==> config.mk <==
export PLATFORM = sky130hd
export DESIGN_NAME = idiv_iter_flat
export DESIGN_NICKNAME = d
export VERILOG_FILES = /design/src/rtl/idiv_iter_pkg.sv /design/src/rtl/idiv_iter_if.sv /design/src/rtl/idiv_iter_step.sv /design/src/rtl/idiv_iter.sv /design/src/flat_wrapper.sv
export SDC_FILE = /design/constraint.sdc
export NUM_CORES = 1
export LEC_CHECK = 0
export ABC_AREA = 1
export BUFFER_PORTS_ARGS = -buffer_cell sky130_fd_sc_hd__clkbuf_2
export CORE_ASPECT_RATIO = 1.4
export CORE_MARGIN = 8
export CORE_UTILIZATION = 57
export CTS_CLUSTER_DIAMETER = 40
export DETAILED_ROUTE_END_ITERATION = 6
export PLACE_DENSITY = 0.79
export SYNTH_ARGS = -nofsm -noshare
export SYNTH_HDL_FRONTEND = slang
export SYNTH_SLANG_ARGS = --single-unit
==> constraint.sdc <==
create_clock -name clk -period 7.65 [get_ports clk]
set_input_delay 0.765 -clock clk [delete_from_list [all_inputs] [get_ports clk]]
set_output_delay 0.765 -clock clk [all_outputs]
set_load 0.02 [all_outputs]
==> src/rtl/idiv_iter_pkg.sv <==
// Shared definitions for the iterative radix-2 restoring divider.
package idiv_iter_pkg;

  typedef enum logic [1:0] {
    IDLE,
    BUSY,
    DONE
  } state_t;

  localparam logic [2:0] F3_DIV  = 3'b100;
  localparam logic [2:0] F3_DIVU = 3'b101;
  localparam logic [2:0] F3_REM  = 3'b110;
  localparam logic [2:0] F3_REMU = 3'b111;

  localparam int XLEN_DEFAULT = 64;

  function automatic int cnt_width(input int xlen);
    return $clog2(xlen);
  endfunction

endpackage

==> src/rtl/idiv_iter_if.sv <==
// Execute-stage launch/result bundle between the datapath and the divider.
interface idiv_iter_if #(
  parameter int XLEN = 64
);
  logic            StartE;
  logic            FlushE;
  logic [XLEN-1:0] ForwardedSrcAE;
  logic [XLEN-1:0] ForwardedSrcBE;
  logic [2:0]      Funct3E;
  logic            W64E;
  logic            BusyE;
  logic            DoneE;
  logic [XLEN-1:0] DivResult;

  modport master (
    output StartE, FlushE, ForwardedSrcAE, ForwardedSrcBE, Funct3E, W64E,
    input  BusyE, DoneE, DivResult
  );

  modport slave (
    input  StartE, FlushE, ForwardedSrcAE, ForwardedSrcBE, Funct3E, W64E,
    output BusyE, DoneE, DivResult
  );
endinterface

==> src/rtl/idiv_iter_step.sv <==
// One restoring shift-subtract iteration on {P,Q}; combinational.
module idiv_step #(
  parameter int XLEN = 64
) (
  input  logic [XLEN-1:0] p_i,
  input  logic [XLEN-1:0] q_i,
  input  logic [XLEN-1:0] b_i,
  output logic [XLEN-1:0] p_o,
  output logic [XLEN-1:0] q_o
);

  logic [XLEN:0] ps;
  logic [XLEN:0] t;

  // XLEN+1 bits keep the borrow meaningful for an unsigned divisor with its msb set
  always_comb begin
    ps  = {p_i, q_i[XLEN-1]};
    t   = ps - {1'b0, b_i};
    p_o = t[XLEN] ? ps[XLEN-1:0] : t[XLEN-1:0];
    q_o = {q_i[XLEN-2:0], ~t[XLEN]};
  end

endmodule

==> src/rtl/idiv_iter.sv <==
// Iterative radix-2 restoring divider for DIV/DIVU/REM/REMU and W variants.
module idiv_iter
  import idiv_iter_pkg::*;
#(
  parameter int XLEN = XLEN_DEFAULT
) (
  input logic        clk,
  input logic        reset,
  idiv_iter_if.slave bus
);

  localparam int CW = cnt_width(XLEN);
  localparam logic [XLEN-1:0] MOSTNEG   = {1'b1, {(XLEN-1){1'b0}}};
  localparam logic [XLEN-1:0] MOSTNEG_W = ~XLEN'(32'h7FFF_FFFF);

  state_t          state_q;
  logic [CW-1:0]   cnt_q;
  logic [XLEN-1:0] p_q, q_q, b_q, res_q;
  logic            negq_q, negr_q, rem_q, w_q, done_q;

  logic            wop, sgn, rem, a_neg, b_neg, div0, ovf;
  logic [XLEN-1:0] a_ext, b_ext, abs_a, abs_b, spec_p, spec_q;
  logic [XLEN-1:0] p_nx, q_nx;

  function automatic logic [XLEN-1:0] finish_res(
    input logic [XLEN-1:0] p, q,
    input logic r, nq, nr, w
  );
    logic [XLEN-1:0] v;
    v = r ? (nr ? -p : p) : (nq ? -q : q);
    if (w) v = XLEN'(signed'(v[31:0]));
    return v;
  endfunction

  always_comb begin
    wop   = (XLEN == 64) && bus.W64E;
    sgn   = (bus.Funct3E == F3_DIV) || (bus.Funct3E == F3_REM);
    rem   = (bus.Funct3E == F3_REM) || (bus.Funct3E == F3_REMU);
    a_ext = bus.ForwardedSrcAE;
    b_ext = bus.ForwardedSrcBE;
    if (wop) begin
      a_ext = sgn ? XLEN'(signed'(bus.ForwardedSrcAE[31:0])) : XLEN'(bus.ForwardedSrcAE[31:0]);
      b_ext = sgn ? XLEN'(signed'(bus.ForwardedSrcBE[31:0])) : XLEN'(bus.ForwardedSrcBE[31:0]);
    end
    a_neg  = sgn & a_ext[XLEN-1];
    b_neg  = sgn & b_ext[XLEN-1];
    abs_a  = a_neg ? -a_ext : a_ext;
    abs_b  = b_neg ? -b_ext : b_ext;
    div0   = (b_ext == '0);
    ovf    = sgn && (a_ext == (wop ? MOSTNEG_W : MOSTNEG)) && (b_ext == '1);
    spec_p = div0 ? a_ext : '0;
    spec_q = div0 ? '1 : a_ext;
  end

  idiv_step #(.XLEN(XLEN)) u_step (
    .p_i(p_q),
    .q_i(q_q),
    .b_i(b_q),
    .p_o(p_nx),
    .q_o(q_nx)
  );

  // Result is registered on the edge entering DONE so it is valid alongside DoneE.
  // A W operand is left-aligned in Q so 32 shifts consume exactly its bits.
  always_ff @(posedge clk or posedge reset) begin
    if (reset) begin
      state_q <= IDLE;
      cnt_q   <= '0;
      p_q     <= '0;
      q_q     <= '0;
      b_q     <= '0;
      res_q   <= '0;
      negq_q  <= 1'b0;
      negr_q  <= 1'b0;
      rem_q   <= 1'b0;
      w_q     <= 1'b0;
      done_q  <= 1'b0;
    end else begin
      done_q <= 1'b0;
      case (state_q)
        IDLE: begin
          if (bus.StartE && !bus.FlushE) begin
            rem_q <= rem;
            w_q   <= wop;
            if (div0 || ovf) begin
              res_q   <= finish_res(spec_p, spec_q, rem, 1'b0, 1'b0, wop);
              done_q  <= 1'b1;
              state_q <= DONE;
            end else begin
              p_q     <= '0;
              q_q     <= wop ? (abs_a << 32) : abs_a;
              b_q     <= abs_b;
              negq_q  <= a_neg ^ b_neg;
              negr_q  <= a_neg;
              cnt_q   <= wop ? CW'(31) : CW'(XLEN-1);
              state_q <= BUSY;
            end
          end
        end
        BUSY: begin
          if (bus.FlushE) begin
            state_q <= IDLE;
          end else begin
            p_q <= p_nx;
            q_q <= q_nx;
            if (cnt_q == '0) begin
              res_q   <= finish_res(p_nx, q_nx, rem_q, negq_q, negr_q, w_q);
              done_q  <= 1'b1;
              state_q <= DONE;
            end else begin
              cnt_q <= cnt_q - 1'b1;
            end
          end
        end
        DONE:    state_q <= IDLE;
        default: state_q <= IDLE;
      endcase
    end
  end

  // A flush landing in the DONE cycle suppresses the completion pulse.
  assign bus.DoneE     = done_q & ~bus.FlushE;
  assign bus.BusyE     = (bus.StartE && (state_q == IDLE) && !bus.FlushE) || (state_q == BUSY);
  assign bus.DivResult = res_q;

endmodule

==> src/flat_wrapper.sv <==
// flat-port wrapper written by rule: the top's interface ports become plain ports
module idiv_iter_flat import idiv_iter_pkg::*;
#(
  parameter int XLEN = XLEN_DEFAULT
)
  (clk, reset, bus_StartE, bus_FlushE, bus_ForwardedSrcAE, bus_ForwardedSrcBE, bus_Funct3E, bus_W64E, bus_BusyE, bus_DoneE, bus_DivResult);
  idiv_iter_if #(.XLEN(XLEN)) bus_i ();
  input logic clk;
  input logic reset;
  input wire logic [$bits(bus_i.StartE)-1:0] bus_StartE;
  input wire logic [$bits(bus_i.FlushE)-1:0] bus_FlushE;
  input wire logic [$bits(bus_i.ForwardedSrcAE)-1:0] bus_ForwardedSrcAE;
  input wire logic [$bits(bus_i.ForwardedSrcBE)-1:0] bus_ForwardedSrcBE;
  input wire logic [$bits(bus_i.Funct3E)-1:0] bus_Funct3E;
  input wire logic [$bits(bus_i.W64E)-1:0] bus_W64E;
  output wire logic [$bits(bus_i.BusyE)-1:0] bus_BusyE;
  output wire logic [$bits(bus_i.DoneE)-1:0] bus_DoneE;
  output wire logic [$bits(bus_i.DivResult)-1:0] bus_DivResult;
  assign bus_i.StartE = bus_StartE;
  assign bus_i.FlushE = bus_FlushE;
  assign bus_i.ForwardedSrcAE = bus_ForwardedSrcAE;
  assign bus_i.ForwardedSrcBE = bus_ForwardedSrcBE;
  assign bus_i.Funct3E = bus_Funct3E;
  assign bus_i.W64E = bus_W64E;
  assign bus_BusyE = bus_i.BusyE;
  assign bus_DoneE = bus_i.DoneE;
  assign bus_DivResult = bus_i.DivResult;
  idiv_iter #(.XLEN(XLEN)) u_core (.clk(clk), .reset(reset), .bus(bus_i));
endmodule
* Yosys cells after proc, flatten, opt, wreduce, memory -nomap -nowiden
Index checks and enable logic that the tools add are counted.
** Storage, ports and cells
- Output and inout bits :: 66
- ROM bits :: 0
- Latch bits :: 0
- Memories kept :: 0
- Logic and storage cells :: 103
- Bits in writable memories :: 0
- Bits in registers :: 269
** Operators by class
- $mul :: 0
- Div/mod/pow operators :: 0
- $add $sub $neg :: 6
- $lt $le $gt $ge :: 0
- Eq/ne operators :: 13
- Mux-type cells :: 46
- Bitwise gates (word level) :: 7
- Shift-type cells :: 0
- Reductions and logical operators :: 20
** Operators by type and width (count)
- 64-bit two-way mux :: 26
- 64-bit one-hot mux with 2 select lines :: 3
- 64-bit negator :: 4
- 65-bit by 64-bit subtractor with 65-bit output :: 1
- 64-bit == test :: 1
- 64-bit == test, second input constant :: 1
- 64-bit zero test :: 1
- 63-bit two-way mux :: 1
- 6-bit two-way mux :: 5
- 6-bit one-hot mux with 2 select lines :: 1
- 5-bit AND reduction :: 2
- 3-bit == test, second input constant :: 3
- 2-bit two-way mux :: 4
- 6-bit zero test :: 1
- 2-bit by 1-bit inequality test with 1-bit output, second input constant :: 3
- 2-bit inequality test, second input constant :: 3
- 6-bit by 1-bit subtractor with 6-bit output, second input constant :: 1
- 1-bit logical AND :: 5
- 1-bit logical OR :: 4
- 1-bit two-way mux :: 4
- 2-bit one-hot mux with 2 select lines :: 1
- 2-bit AND reduction :: 2
- 4-bit AND reduction :: 1
- 1-bit bitwise AND :: 3
- other kinds (9) :: 11

* Depth between registers and ports, before layout
- Depth after elaboration :: 11
- Mapped depth :: 44
- Gate-level depth less buffers :: 41

* Modules after synthesis
From an unflattened synthesis, not the netlist that was laid out.
** Second synthesis, totals
- Cells, all modules :: 5619
- Area total of the unflattened synthesis :: 30758.2 um^2
** By module, submodules not included
- idiv_iter :: sequential area each 6731.5 um^2, times used 1, cells each 3952, area an instance 23060.9 um^2
- idiv_step :: sequential area each 0.0 um^2, times used 1, cells each 1667, area an instance 7697.4 um^2

* Worst setup path before layout
No wires, ideal clock.
- Path type :: register to register
- Start point :: register u_core.q_q[63]
- End point :: register u_core.res_q[58] (netlist: u_core.bus.DivResult[58])
- Setup slack :: 2682 ps
- Required time :: 7573 ps
- Cell stages (with the launch flop) :: 44
- Data arrival time :: 4891 ps
- Path buffers :: 3
- Period minus slack after synthesis :: 4968 ps
- Cells stage by stage :: dfrtp_1 -> inv_1 -> ha_1 -> fa_1 -> inv_1 -> nand2_1 -> nand2_1 -> nand3_1 -> nand2_2 -> nand2_1 -> nand2_2 -> nand2_1 -> nand2_2 -> nand2_2 -> nand2_4 -> nand2_4 -> nand2_4 -> buf_12 -> [... 8 more ...] -> inv_1 -> nand4_1 -> or2_1 -> nor2_1 -> nand2_1 -> nor2_2 -> inv_1 -> nor2_2 -> nand3_1 -> o21ai_2 -> o21ai_0 -> a21oi_1 -> o21ai_0 -> nand2_1 -> nand2_1 -> nand2_1 -> nand2_1 -> a21oi_1
** On the way
- Longest elaborated chain between the ends :: 9
- Elaborated cells on any way between the ends :: 12
** RTL lines
- from (decl) :: RTL line idiv_iter.sv:18 : logic [XLEN-1:0] p_q, q_q, b_q, res_q;
- from (signal assigned) :: RTL line idiv_iter.sv:91 : q_q <= wop ? (abs_a << 32) : abs_a;
- from (signal assigned) :: RTL line idiv_iter.sv:105 : q_q <= q_nx;
- 65-bit by 64-bit subtractor with 65-bit output :: RTL line idiv_iter_step.sv:18 : t = ps - {1'b0, b_i};
- 64-bit two-way mux / 1-bit inverter (equally long branches) :: RTL line idiv_iter_step.sv:19, idiv_iter_step.sv:20
- 64-bit negator :: RTL line idiv_iter.sv:30 : v = r ? (nr ? -p : p) : (nq ? -q : q);
- 64-bit two-way mux :: RTL line idiv_iter.sv:30
- 64-bit two-way mux * :: RTL line idiv_iter.sv:30
- 64-bit two-way mux * :: RTL line idiv_iter.sv:31 : if (w) v = XLEN'(signed'(v[31:0]));
- 64-bit two-way mux * :: RTL line idiv_iter.sv:106 : if (cnt_q == '0) begin
- 64-bit two-way mux * :: RTL line idiv_iter.sv:101 : if (bus.FlushE) begin
- 64-bit one-hot mux with 2 select lines * :: RTL line idiv_iter.sv:80 : case (state_q)
- to (signal assigned) :: RTL line idiv_iter.sv:86 : res_q <= finish_res(spec_p, spec_q, rem, 1'b0, 1'b0, wop);
- to (signal assigned) :: RTL line idiv_iter.sv:107 : res_q <= finish_res(p_nx, q_nx, rem_q, negq_q, negr_q, w_q);
- to (decl) :: RTL line idiv_iter.sv:18
Every way passes the cells marked *; elsewhere a longest branch is shown, timed or not. The select of a mux whose other input is x is not followed.
A chain may end at the register's enable or synchronous reset.

* Worst setup path in the final report
Same ends and word-level chain as after synthesis.

==> summary.txt <==
Clock network
  – CTS root buffer: clkbuf_16
  – CTS Buf Count: 47
  – Clock latency on the worst-skew pair: 610 ps
  – Setup bufs post-CTS: 0
  – CTS sink cnt: 269
  – Cts hold-fix bufs: 0
  – Clock-pin slew on the worst setup and hold paths: 60 ps
  – CTS HTree Levels: 2
  – Clk buf depth: 3
  – CTS tree: built
  – Resize count post-CTS: 0

Floorplanning
  – Die Y: 282.0 um
  – Die span in x: 206.0 um
  – I/O pins: 202
  – Row count: 97
  – Area of the die: 0.05810 mm^2
  – Initial Util: 57.62%
  – Core area: 0.05000 mm^2

Synth
  – Gate count of the mapped netlist: 4,986
  – Synth cell count leaders: nand2_1 (1,643), inv_1 (674), nor2_1 (532), o21ai_0 (390), nand3_1 (289)
  – Sequential share of the synthesized area: 23.36%
  – Post-synth EDFFs: 0
  – Synth warn: 0
  – Compound-cell area share of the yosys netlist: 16.11%
  – Synth Register Bits: 269
  – Area leader, netlist: dfrtp_1
  – Avg Inst Size Synth: 5.779 um^2
  – Xor/xnor share of the synthesized area: 4.529%
  – Top-area cell type share of the netlist area: 23.36%
  – Async set-or-reset flop fraction in the synthesized netlist: 100.0%
  – Mux share of post-synthesis cell area: 0%
  – Top cells by area, synth: dfrtp_1 (23%), nand2_1 (21%), inv_1 (8.8%)
  – Mapped cell area: 0.02881 mm^2
  – Netlist cell types: 60
  – Post-synth top flop: dfrtp_1
  – Main combinational cell family by area after synthesis: simple AND/OR/NAND/NOR gates
  – Synth Area in Simple Gates: 40.42%
  – Adder-Cell Fraction of Synth Area: 3.292%
  – Most common cell in the netlist: nand2_1
  – Synth Net Count: 5,194

Route
  – Number of detailed-route iterations in the first pass: 7
  – Initial DRC count: 3,819
  – Vias: 34,110
  – Final Routed Wirelength: 130.6 mm
  – ANT nets after route: 0
  – Via/cell ratio: 5.922
  – WL/cell: 22.67 um
  – Residual DRC count: 0

Placed design
  – Detail Placement HPWL: 101.8 mm
  – Placer Congestion: 1.101
  – PortBufs: 201

STA
  – Period utilization: 77.50%
  – Unrepaired setup endpoints after global routing: false
  – Final Critical Period: 5929 ps
  – Clock Skews: 52.64 ps
  – Hold_ws: 401.8 ps
  – # setup viols final: 0
  – Final Slew Violations: 0
  – Worst Tran Pin Value: 1397 ps
  – FMAX: 168.7 MHz
  – Final Hold Viols: 0
  – Setup TNS: 0 ps
  – Relative slew slack: 5.868%

Global routing
  – Vias in the first global route: 32,580
  – Pin count of the biggest net entering global routing: 168
  – GR Util All Layers: 44.40%
  – First-pass GRT wire length: 195.1 mm
  – Initial antenna violation count: 3
  – Grt ovf: 0

Min path
  – Worst Hold Class: primary input to asynchronous set/reset pin

Worst setup path
  – Startpoint types: register
  – Crit-path max FO: 11
  – Worst path max stage delay: 420 ps
  – Critical path capture point type: register
  – Crit Path Class: register to register
  – Slowest-stage cell, CP: fa_1
  – Worst path arrival time: 6450 ps
  – Crit-path most repeated cell: nand2_1
  – WP data required: 8170 ps

Cells and area
  – Area grow syn2layout: 9.701%
  – Fillcell total: 4,988
  – Layout net count: 5,286
  – Share of cells above drive strength 1: 9.462%
  – Layout Utilization: 63.21%

Pwr
  – VDD IR max: 0.3567 mV
  – Clock share of power: 14.1%
  – Sequential Power Share: 15.0%
  – Pwr Density: 496.5 mW/mm^2
  – Comb power frac: 70.8%
  – Leak: 0.01659 uW
  – Sw power: 9420 uW
  – Net switching fraction of the power: 60.03%
  – Internal power: 6273 uW

Flow run
  – Maxcap violations: 0

Run status
  – Outcome: finished, final reports clean
## per-layer routing
metal	global-route usage, %	vias to the layer above	wire length (um)
met5	0	-	31
met3	9.660	564	12200
met4	43.28	4	15520
li1	-	16140	-
met1	48.37	15410	44720
met2	70.22	1980	58100
## kinds of logic (layout without fill, tap and decap cells)
logic type	after synthesis	count (layout)
DFF	269	269
other	0	1
buffers and inverters	882	1011
xor gates and xnor gates	149	149
and+or+nand+nor	2777	2777
AOI/OAI and AO/OA	833	833
adders and majority gates	76	76
## cells in the final DEF (no fill, tap or decap), drive strengths merged, types with 88 or more instances in the layout
cell	instances
dfrtp	269
xor2	101
nand2	1705
o21ai	422
clkbuf	252
nand3	292
a21oi	217
inv	704
nor2	574
o22ai	88
## state kept, by name, indices dropped and copies added (netlist names)
signal	count
u_core.b_q	64
u_core.bus.DivResult	64
u_core.cnt_q	6
u_core.done_q	1
u_core.negq_q	1
u_core.negr_q	1
u_core.p_q	64
u_core.q_q	64
u_core.rem_q	1
u_core.state_q	2
u_core.w_q	1
## through the flow
step | worst slack (ps) | instances | area, um^2 | power (uW)
2_1_floorplan | 2682 | 4986 | 28820 | 10010
3_3_place_gp | 1937 | 5672 | 29970 | 12970
3_5_place_dp | 1861 | 5672 | 29970 | 13030
4_1_cts | 1840 | 5758 | 31610 | 15300
5_1_grt | 1152 | 5758 | 31610 | 16790
6_report | 1721 | 5759 | 31610 | 15690
## cell type report
| cell class | count | area [um^2] | share of cell area, % |
|---|---|---|---|
| Timing Repair Buffer | 234 | 1266 | 4.006 |
| Clock buffer | 51 | 1232 | 3.899 |
| Sequential cell | 269 | 6734 | 21.30 |
| Tap cell | 643 | 804.5 | 2.545 |
| Inverter | 691 | 2600 | 8.226 |
| Antenna cell | 1 | 2.502 | 0.007917 |
| Clock inverter | 35 | 404.1 | 1.279 |
| Multi-Input combinational cell | 3835 | 18560 | 58.73 |
## path summary, 6_finish.rpt
kind                                       endpoint  slack [ps]                      from  cells after the start
min in group clk           u_core.bus.DivResult[10]         480  u_core.bus.DivResult[10]                      2
max reg2reg                u_core.bus.DivResult[58]        1720            u_core.q_q[63]                     40
max                        u_core.bus.DivResult[58]        1720            u_core.q_q[63]                     40
max in group asynchronous             u_core.negr_q        5720                     reset                      4
min reg2reg                u_core.bus.DivResult[10]         480  u_core.bus.DivResult[10]                      2
min                                  u_core.b_q[55]         400                     reset                      3
## worst max-delay path: cells and delay by family, from the launching register on
family | cells | cell delay [ps]
flip-flops | 1 | 360
adder cells (fa/ha/maj) | 3 | 840
AO/OA/AOI/OAI | 5 | 810
AND/OR/NAND/NOR | 27 | 3330
buffers and inverters | 5 | 500
## power by group through the flow
| stage | clock (uW) | combinational [uW] | sequential [uW] |
|---|---|---|---|
| after detailed placement | 0 | 10700 | 2350 |
| final | 2220 | 11100 | 2360 |
| after floorplan | 0 | 7590 | 2420 |
| after global routing | 2280 | 12100 | 2400 |
| after CTS | 2220 | 10700 | 2330 |
| after global placement | 0 | 10600 | 2340 |
Note: power is estimated with default switching activity, not from simulation.
